===== src/rtl/imem_loader_if.sv =====
// Byte-stream handshake into the instruction-memory loader.
// master: byte source; slave: loader.
interface imem_loader_if;
    logic       in_valid;
    logic [7:0] in_data;
    logic       in_ready;

    modport master (
        output in_valid,
        output in_data,
        input  in_ready
    );

    modport slave (
        input  in_valid,
        input  in_data,
        output in_ready
    );
endinterface


===== src/rtl/imem_loader.sv =====
// Boot-time program loader: takes a 16-bit little-endian word count followed by the
// payload bytes, assembles little-endian 32-bit words, writes them to instruction
// memory and releases cpu_hold once the image is complete.
// Optional trailing XOR checksum byte: define LOADER_CHECKSUM_EN.
module imem_loader #(
    parameter int unsigned ADDR_WIDTH = 10,
    parameter int unsigned MAX_WORDS  = 1024
) (
    input  logic                  clk,
    input  logic                  reset,
    imem_loader_if.slave          in_if,
    input  logic                  reload,
    output logic                  wr_en,
    output logic [ADDR_WIDTH-1:0] wr_addr,
    output logic [31:0]           wr_data,
    output logic                  cpu_hold,
    output logic                  done,
    output logic                  error,
    output logic [15:0]           words_loaded
);

    typedef enum logic [2:0] {
        StLen0,
        StLen1,
        StData,
`ifdef LOADER_CHECKSUM_EN
        StCsum,
`endif
        StDone,
        StErr
    } state_e;

    localparam logic [15:0] MaxLen = 16'(MAX_WORDS);

    // Where the image goes once the payload is complete, and whether it still takes bytes.
`ifdef LOADER_CHECKSUM_EN
    localparam state_e FinalSt    = StCsum;
    localparam logic   FinalReady = 1'b1;
`else
    localparam state_e FinalSt    = StDone;
    localparam logic   FinalReady = 1'b0;
`endif

    state_e                state_q, state_d;
    logic                  in_ready_q, in_ready_d;
    logic                  wr_en_q, wr_en_d;
    logic [ADDR_WIDTH-1:0] wr_addr_q, wr_addr_d;
    logic [31:0]           wr_data_q, wr_data_d;
    logic                  cpu_hold_q, cpu_hold_d;
    logic                  done_q, done_d;
    logic                  error_q, error_d;
    logic [15:0]           word_idx_q, word_idx_d;
    logic [15:0]           len_q, len_d;
    logic [1:0]            byte_cnt_q, byte_cnt_d;
`ifdef LOADER_CHECKSUM_EN
    logic [7:0]            csum_q, csum_d;
`endif

    logic        accept;
    logic [15:0] len_new;

    assign accept  = in_if.in_valid && in_ready_q;
    assign len_new = {in_if.in_data, len_q[7:0]};

    // Next-state and registered-output computation.
    always_comb begin
        state_d    = state_q;
        in_ready_d = in_ready_q;
        wr_en_d    = 1'b0;
        wr_addr_d  = wr_addr_q;
        wr_data_d  = wr_data_q;
        cpu_hold_d = cpu_hold_q;
        done_d     = done_q;
        error_d    = error_q;
        word_idx_d = word_idx_q;
        len_d      = len_q;
        byte_cnt_d = byte_cnt_q;
`ifdef LOADER_CHECKSUM_EN
        csum_d     = csum_q;
`endif
        unique case (state_q)
            StLen0: begin
                if (accept) begin
                    len_d[7:0] = in_if.in_data;
                    state_d    = StLen1;
                end
            end
            StLen1: begin
                if (accept) begin
                    len_d      = len_new;
                    byte_cnt_d = 2'd0;
                    word_idx_d = 16'd0;
`ifdef LOADER_CHECKSUM_EN
                    csum_d     = 8'd0;
`endif
                    if (len_new == 16'd0) begin
                        state_d    = FinalSt;
                        in_ready_d = FinalReady;
                    end else if (len_new > MaxLen) begin
                        state_d    = StErr;
                        in_ready_d = 1'b0;
                        error_d    = 1'b1;
                    end else begin
                        state_d = StData;
                    end
                end
            end
            StData: begin
                if (accept) begin
                    wr_data_d[{byte_cnt_q, 3'b000} +: 8] = in_if.in_data;
                    byte_cnt_d = byte_cnt_q + 2'd1;
`ifdef LOADER_CHECKSUM_EN
                    csum_d     = csum_q ^ in_if.in_data;
`endif
                    if (byte_cnt_q == 2'd3) begin
                        wr_en_d    = 1'b1;
                        wr_addr_d  = ADDR_WIDTH'(word_idx_q);
                        word_idx_d = word_idx_q + 16'd1;
                        if (word_idx_q + 16'd1 == len_q) begin
                            state_d    = FinalSt;
                            in_ready_d = FinalReady;
                        end
                    end
                end
            end
`ifdef LOADER_CHECKSUM_EN
            StCsum: begin
                if (accept) begin
                    in_ready_d = 1'b0;
                    if (in_if.in_data == csum_q) begin
                        state_d = StDone;
                    end else begin
                        state_d = StErr;
                        error_d = 1'b1;
                    end
                end
            end
`endif
            StDone, StErr: begin
                if (reload) begin
                    state_d    = StLen0;
                    in_ready_d = 1'b1;
                    cpu_hold_d = 1'b1;
                    done_d     = 1'b0;
                    error_d    = 1'b0;
                    word_idx_d = 16'd0;
                    byte_cnt_d = 2'd0;
                end else if (state_q == StDone) begin
                    // Release lands the cycle after entry, i.e. after the final write strobe.
                    done_d     = 1'b1;
                    cpu_hold_d = 1'b0;
                end
            end
            default: begin
                state_d    = StErr;
                in_ready_d = 1'b0;
                error_d    = 1'b1;
            end
        endcase
    end

    // State and output registers; reset aborts any load in progress.
    always_ff @(posedge clk or negedge reset) begin
        if (!reset) begin
            state_q    <= StLen0;
            in_ready_q <= 1'b1;
            wr_en_q    <= 1'b0;
            wr_addr_q  <= '0;
            wr_data_q  <= 32'd0;
            cpu_hold_q <= 1'b1;
            done_q     <= 1'b0;
            error_q    <= 1'b0;
            word_idx_q <= 16'd0;
            len_q      <= 16'd0;
            byte_cnt_q <= 2'd0;
`ifdef LOADER_CHECKSUM_EN
            csum_q     <= 8'd0;
`endif
        end else begin
            state_q    <= state_d;
            in_ready_q <= in_ready_d;
            wr_en_q    <= wr_en_d;
            wr_addr_q  <= wr_addr_d;
            wr_data_q  <= wr_data_d;
            cpu_hold_q <= cpu_hold_d;
            done_q     <= done_d;
            error_q    <= error_d;
            word_idx_q <= word_idx_d;
            len_q      <= len_d;
            byte_cnt_q <= byte_cnt_d;
`ifdef LOADER_CHECKSUM_EN
            csum_q     <= csum_d;
`endif
        end
    end

    assign in_if.in_ready = in_ready_q;
    assign wr_en          = wr_en_q;
    assign wr_addr        = wr_addr_q;
    assign wr_data        = wr_data_q;
    assign cpu_hold       = cpu_hold_q;
    assign done           = done_q;
    assign error          = error_q;
    assign words_loaded   = word_idx_q;

endmodule


===== src/flat_wrapper.sv =====
// flat-port wrapper written by rule: the top's interface ports become plain ports
module imem_loader_flat 
#(
    parameter int unsigned ADDR_WIDTH = 10,
    parameter int unsigned MAX_WORDS  = 1024
)
  (clk, reset, reload, wr_en, wr_addr, wr_data, cpu_hold, done, error, words_loaded, in_if_in_valid, in_if_in_data, in_if_in_ready);
  imem_loader_if in_if_i ();
  input  logic clk;
  input  logic reset;
  input  logic reload;
  output logic wr_en;
  output logic [ADDR_WIDTH-1:0] wr_addr;
  output logic [31:0] wr_data;
  output logic cpu_hold;
  output logic done;
  output logic error;
  output logic [15:0] words_loaded;
  input wire logic [$bits(in_if_i.in_valid)-1:0] in_if_in_valid;
  input wire logic [$bits(in_if_i.in_data)-1:0] in_if_in_data;
  output wire logic [$bits(in_if_i.in_ready)-1:0] in_if_in_ready;
  assign in_if_i.in_valid = in_if_in_valid;
  assign in_if_i.in_data = in_if_in_data;
  assign in_if_in_ready = in_if_i.in_ready;
  imem_loader #(.ADDR_WIDTH(ADDR_WIDTH), .MAX_WORDS(MAX_WORDS)) u_core (.clk(clk), .reset(reset), .in_if(in_if_i), .reload(reload), .wr_en(wr_en), .wr_addr(wr_addr), .wr_data(wr_data), .cpu_hold(cpu_hold), .done(done), .error(error), .words_loaded(words_loaded));
endmodule

===== config.mk =====
export PLATFORM = sky130hd
export DESIGN_NAME = imem_loader_flat
export DESIGN_NICKNAME = d
export VERILOG_FILES = /design/src/rtl/imem_loader_if.sv /design/src/rtl/imem_loader.sv /design/src/flat_wrapper.sv
export SDC_FILE = /design/constraint.sdc
export NUM_CORES = 1
export LEC_CHECK = 0
export BUFFER_PORTS_ARGS = -buffer_cell sky130_fd_sc_hd__buf_2
export CAP_MARGIN = 5
export CORE_MARGIN = 5
export CORE_UTILIZATION = 56
export DETAILED_ROUTE_END_ITERATION = 7
export PLACE_DENSITY = 0.78
export RECOVER_POWER = 25
export SYNTH_ARGS = -nofsm -noshare
export SYNTH_HDL_FRONTEND = slang
export SYNTH_SLANG_ARGS = --single-unit

===== constraint.sdc =====
create_clock -name clk -period 2.9 [get_ports clk]
set_input_delay 0.29 -clock clk [delete_from_list [all_inputs] [get_ports clk]]
set_output_delay 0.29 -clock clk [all_outputs]
set_load 0.005 [all_outputs]

; ---- After elaboration in Yosys (flattened, before gate mapping)
; Index checks and enable logic that the tools add are counted.
[op_classes]
n_addsub = 3
magnitude_cmp = 1
eq_ne = 15
mux = 41
bitwise = 3
reduce_logical = 17
n_shift = 2
[op_table]
columns = operator, n
row1 = $mux W16, 4
row2 = $pmux W16 S3, 1
row3 = $bwmux W32, 1
row4 = $shift A8 B7 Y32 const A, 1
row5 = $shiftx A8 B7 Y32, 1
row6 = $mux W3, 8
row7 = $mux W1, 18
row8 = $add A16 B1 Y16 const B, 1
row9 = $eq A16 B16 Y1, 1
row10 = $gt A16 B11 Y1 const B, 1
row11 = $logic_not A16 Y1, 1
row12 = $pmux W8 S2, 1
row13 = $ne A2 B1 Y1 const B, 6
row14 = $pmux W3 S4, 1
row15 = $reduce_and A5 Y1, 2
row16 = $mux W8, 1
row17 = $neg A5 Y7, 1
row18 = $reduce_and A7 Y1, 1
row19 = $eq A3 B2 Y1 const B, 2
row20 = $mux W2, 3
row21 = $pmux W2 S3, 1
row22 = $reduce_and A2 Y1, 3
row23 = $reduce_and A3 Y1, 2
row24 = $reduce_and A6 Y1, 1
row25 = 15 further kinds, 19
[word_totals]
ff_bits = 84
input_bits = 12
word_cells = 94

; ---- Longest topological paths before layout
[logic_depth]
ltp_word = 6
depth_mapped = 9

; ---- Worst setup path before layout
; OpenSTA, ideal clock, no wires.
[synth_path]
path_type = register to register
from = register u_core.word_idx_q[1] (netlist: u_core.words_loaded[1])
to = register u_core.state_q[0]
required_ns = 2.835
path_slack_ns = 0.595
path_buffers = 0
t_arrival_ns = 2.240
setup_ns = 0.065
stages_incl_launch_ff = 8
cell_sequence = dfrtp_1 ha_1 nand3_1 or4_1 xnor2_1 or3_4 a2111oi_2 o21a_1
[synth_between]
elab_chain_len = 4
[synth_lines]
columns = element, line_no
row1 = start: declaration, imem_loader.sv:52  ; logic [15:0] word_idx_q, word_idx_d;
row2 = start signal: assignment, imem_loader.sv:188  ; word_idx_q <= word_idx_d;
row3 = $add A16 B1 Y16, imem_loader.sv:119  ; if (word_idx_q + 16'd1 == len_q) begin
row4 = $eq A16 B16 Y1, imem_loader.sv:119
row5 = $ne A2 B1 Y1 (no line), n/a
row6 = $reduce_and A6 Y1 (no line), n/a
row7 = end signal: assignment, imem_loader.sv:165  ; state_q <= StLen0;
row8 = end signal: assignment, imem_loader.sv:180  ; state_q <= state_d;
row9 = end: declaration, imem_loader.sv:44  ; state_e state_q, state_d;
; No other way between the ends.
; A chain may end at the register's enable or synchronous reset.

; ---- Worst setup path in the final report
[layout_path]
from = register u_core.word_idx_q[0] (netlist: u_core.words_loaded[0])
to = register u_core.in_ready_q (netlist: u_core.in_if.in_ready)
[layout_between]
elab_chain_len = 4
[layout_lines]
columns = element, line_no
row1 = $add A16 B1 Y16, imem_loader.sv:119
row2 = $eq A16 B16 Y1, imem_loader.sv:119
row3 = $ne A2 B1 Y1 (no line), n/a
row4 = $reduce_and A7 Y1 (no line), n/a
row5 = end signal: assignment, imem_loader.sv:181  ; in_ready_q <= in_ready_d;
row6 = end: declaration, imem_loader.sv:45  ; logic in_ready_q, in_ready_d;
; No other way between the ends.

==> run_results.csv <==
group,metric,value,unit
timing,rsz0062_at_grt,"false",
status,failed_checks,"max-capacitance violations, max-slew violations",
route,wl,10200,um
logic_synthesis,ys_seq_elements,84,
critical_path,crit_chain,"ha_1 -> nand3_1 -> or4_1 -> xnor2_1 -> or3_4 -> nor4_1 -> o31ai_1",
logic_synthesis,synth_area,4330,sq um
timing,hold_viol,0,
route,maxUsedRoutingLayer,"met4",
route,final_antenna_net_count,0,
cells_and_area,final_nets,552,
critical_path,slowest_stage,"dfrtp_1",
logic_synthesis,yosys_warnings,0,
global_route,grt_max_degree,85,
timing,fmax,384,MHz
logic_synthesis,synthesis.nets,486,
run,cap_violations,1,
cells_and_area,drive_above_1_share,0.245,
clock_tree,tritoncts,"built",
global_route,grt_pass1_vias,3551,
critical_path,r2r_start,"u_core.words_loaded[0]",
critical_path,cpPeakStageDelay,0.55,ns
timing,post-route-min-period,2.61,ns
power_and_ir_drop,ir_drop,0.000314,V
route,drtIter0Drc,259,
status,status,"finished, violations left",
clock_tree,cts_max_path_buffers,2,
placement,portBuffers,74,
die,ioPinCount,75,
timing,slew-limit-headroom,-0.335,
critical_path,critical_path_arrival,2.89,ns
die,fp.dieH,97.9,um
logic_synthesis,yosys_most_used_dff,"dfrtp_1",
cells_and_area,fill_cells,636,
timing,tightest_slew,2.00,ns
hold_path,hold_class,"in -> reg",
hold_path,hold_start,"in_if_in_data[1]",
route,vias_per_cell,5.73,
placement,gp_congestion,0.847,
timing,fin_tns_setup,0,ns
clock_tree,clk_latency,0.36,ns
critical_path,crit_required,3.18,ns
route,routedWlPerCell,15.9,um
timing,drv_slew,85,
power_and_ir_drop,leakagePower,0.00238,uW
logic_synthesis,ys_seq_area_frac,0.486,
critical_path,crit_type,"reg -> reg",
global_route,grtUsageTotal,0.223,
route,dr.pass1.iters,5,
logic_synthesis,synth_cells,467,
critical_path,crit_start,"u_core.words_loaded[0]",
power_and_ir_drop,p_per_area,586,nW/um^2
logic_synthesis,synth_enable_flop_cells,0,
die,core,7650,sq um
route,wl_met1,4510,um
die,initial_core_util,0.566,
placement,pre_cts_slack,0.283,ns
timing,layout_setup_ws,0.293,ns
clock_tree,numClockSinks,84,
timing,timing.hold.ws,0.250,ns
global_route,grt_overflow,0,
critical_path,cp-start-kind,"flop",
critical_path,endpoint_kind,"flop",
clock_tree,cts-buffers-inserted,9,
placement,placed_area,4780,sq um
cells_and_area,areaGrowthSynthToFinish,15.1,%
route,dr_wl_met3,770,um
clock_tree,hold_buffers,0,
global_route,grt_pass1_wl,17400,um
route,vias,3670,
route,drc_errors,0,
clock_tree,htreeDepth,3,
logic_synthesis,synth.avg_cell_area,9.27,sq um
logic_synthesis,ys_async_sr_fraction,1.00,
cells_and_area,final_area,4980,sq um
die,fp.dieArea,9590,sq um
clock_tree,clk_pin_slew,0.09,ns
route,routed-wl-met2,4730,um
die,dieWidth,97.9,um
cells_and_area,fin_util,0.652,
timing,setup_viol,0,
placement,dp_hpwl,7180,um
logic_synthesis,ys_types,56,
die,rows,32,
global_route,grt_antenna_before_repair,0,
cells_and_area,diodes,0,
timing,skew,0.0102,ns
critical_path,crit_path_max_fanout,10,
clock_tree,post_cts_buffers,0,
clock_tree,clockRootBuffer,"clkbuf_8",
timing,finalCritPeriodShare,0.899,
clock_tree,cts_resized,0,
[kinds of logic (layout without fill, tap and decap cells)]
family          Yosys count  after routing  share of synthesized area
simple gates            192            192                      0.218
compound gates          110            110                      0.148
flops                    84             84                      0.486
buf+inv                  33            104                     0.0309
xor+xnor                 22             22                     0.0477
mux                      19             19                     0.0488
fa+ha+maj                 7              7                     0.0202
[worst paths after layout]
path	end	slack (ns)	cells past startpoint
worst max register to register	u_core.in_if.in_ready	0.29	7
max in group asynchronous	u_core.len_q[11]	1.24	1
min in group asynchronous	u_core.words_loaded[4]	0.50	1
worst min-delay path	u_core.wr_data[1]	0.25	3
worst min register to register	u_core.wr_data[29]	0.48	2
worst max-delay path	u_core.in_if.in_ready	0.29	7
[power breakdown]
part	switching, uW	total, uW	internal [uW]
sequential	170	1490	1320
combinational	267	568	301
clock	435	865	430
[critical path, delay by kind of cell (launching register included)]
kind,cells,cell delay [ns]
AOI/OAI and AO/OA,1,0.11
xor gates and xnor gates,1,0.16
adders and majority gates,1,0.34
DFF,1,0.55
and+or+nand+nor,4,1.36
[flip-flops by register name, summed over array words and instances, names as in the netlist]
name / cells
u_core.wr_data: 32
u_core.len_q: 16
u_core.words_loaded: 16
u_core.wr_addr: 10
u_core.state_q: 3
u_core.byte_cnt_q: 2
u_core.cpu_hold: 1
u_core.done: 1
u_core.error: 1
u_core.in_if.in_ready: 1
u_core.wr_en: 1
[stage by stage]
step	power (uW)	cells
6_report	2920	640
5_1_grt	3080	640
4_1_cts	2930	640
3_5_place_dp	2070	624
3_3_place_gp	2050	624
2_1_floorplan	1890	467
[Yosys cell counts, drive strengths merged (2+ instances only)]
cell,n,area share
nor3,6,0.0081
nor2,17,0.015
o211ai,2,0.0035
clkbuf,19,0.016
o21ai,65,0.075
nor2b,3,0.0043
o31ai,6,0.010
or3,3,0.0055
nor3b,3,0.0052
nand3,8,0.012
mux2,17,0.044
ha,7,0.020
or4,5,0.0095
inv,5,0.0043
nand4,5,0.011
mux2i,2,0.0046
a21oi,15,0.017
a31oi,4,0.0058
dfrtp,82,0.47
xnor2,16,0.032
o41ai,3,0.0061
dfstp,2,0.012
a22o,2,0.0040
nand2,115,0.10
xor2,5,0.010
and3,8,0.012
o21a,3,0.0052
buf,8,0.0092
nand2b,5,0.0072
nor4,9,0.019
or3b,2,0.0040
[placed cells by master, fill, tap and decap left out, types with 3 or more instances in the layout]
cell      count
nand4_1       4
clkbuf_8     10
xnor2_1      16
nand2b_1      5
a31oi_1       4
ha_1          7
inv_1         5
mux2_2       17
xor2_1        5
nand2_1     115
dfrtp_1      82
and3_1        7
o41ai_1       3
o21ai_0      65
inv_6         3
nor2b_1       3
buf_4         8
nor2_1       17
o31ai_1       6
nor3b_1       3
buf_2        73
nor4_1        6
a21oi_1      15
nor3_1        5
nand3_1       7
o21a_1        3
or4_1         4
[area by class of cell]
| cell class | count | area (sq um) | share of cell area |
|---|---|---|---|
| Inverter | 6 | 22.5 | 0.00452 |
| Tap cell | 102 | 128 | 0.0256 |
| Clock inverter | 6 | 70.1 | 0.0141 |
| Sequential cell | 84 | 2100 | 0.422 |
| Multi-Input combinational cell | 350 | 2090 | 0.420 |
| Timing Repair Buffer | 82 | 430 | 0.0864 |
| Clock buffer | 10 | 138 | 0.0276 |
[per-layer routing]
| layer | up-vias | global-route usage |
|---|---|---|
| li1 | 1762 | - |
| met3 | 19 | 0.0486 |
| met5 | - | 0 |
| met1 | 1747 | 0.297 |
| met2 | 142 | 0.360 |
| met4 | 0 | 0.0852 |
Note: power is estimated with default switching activity, not from simulation.
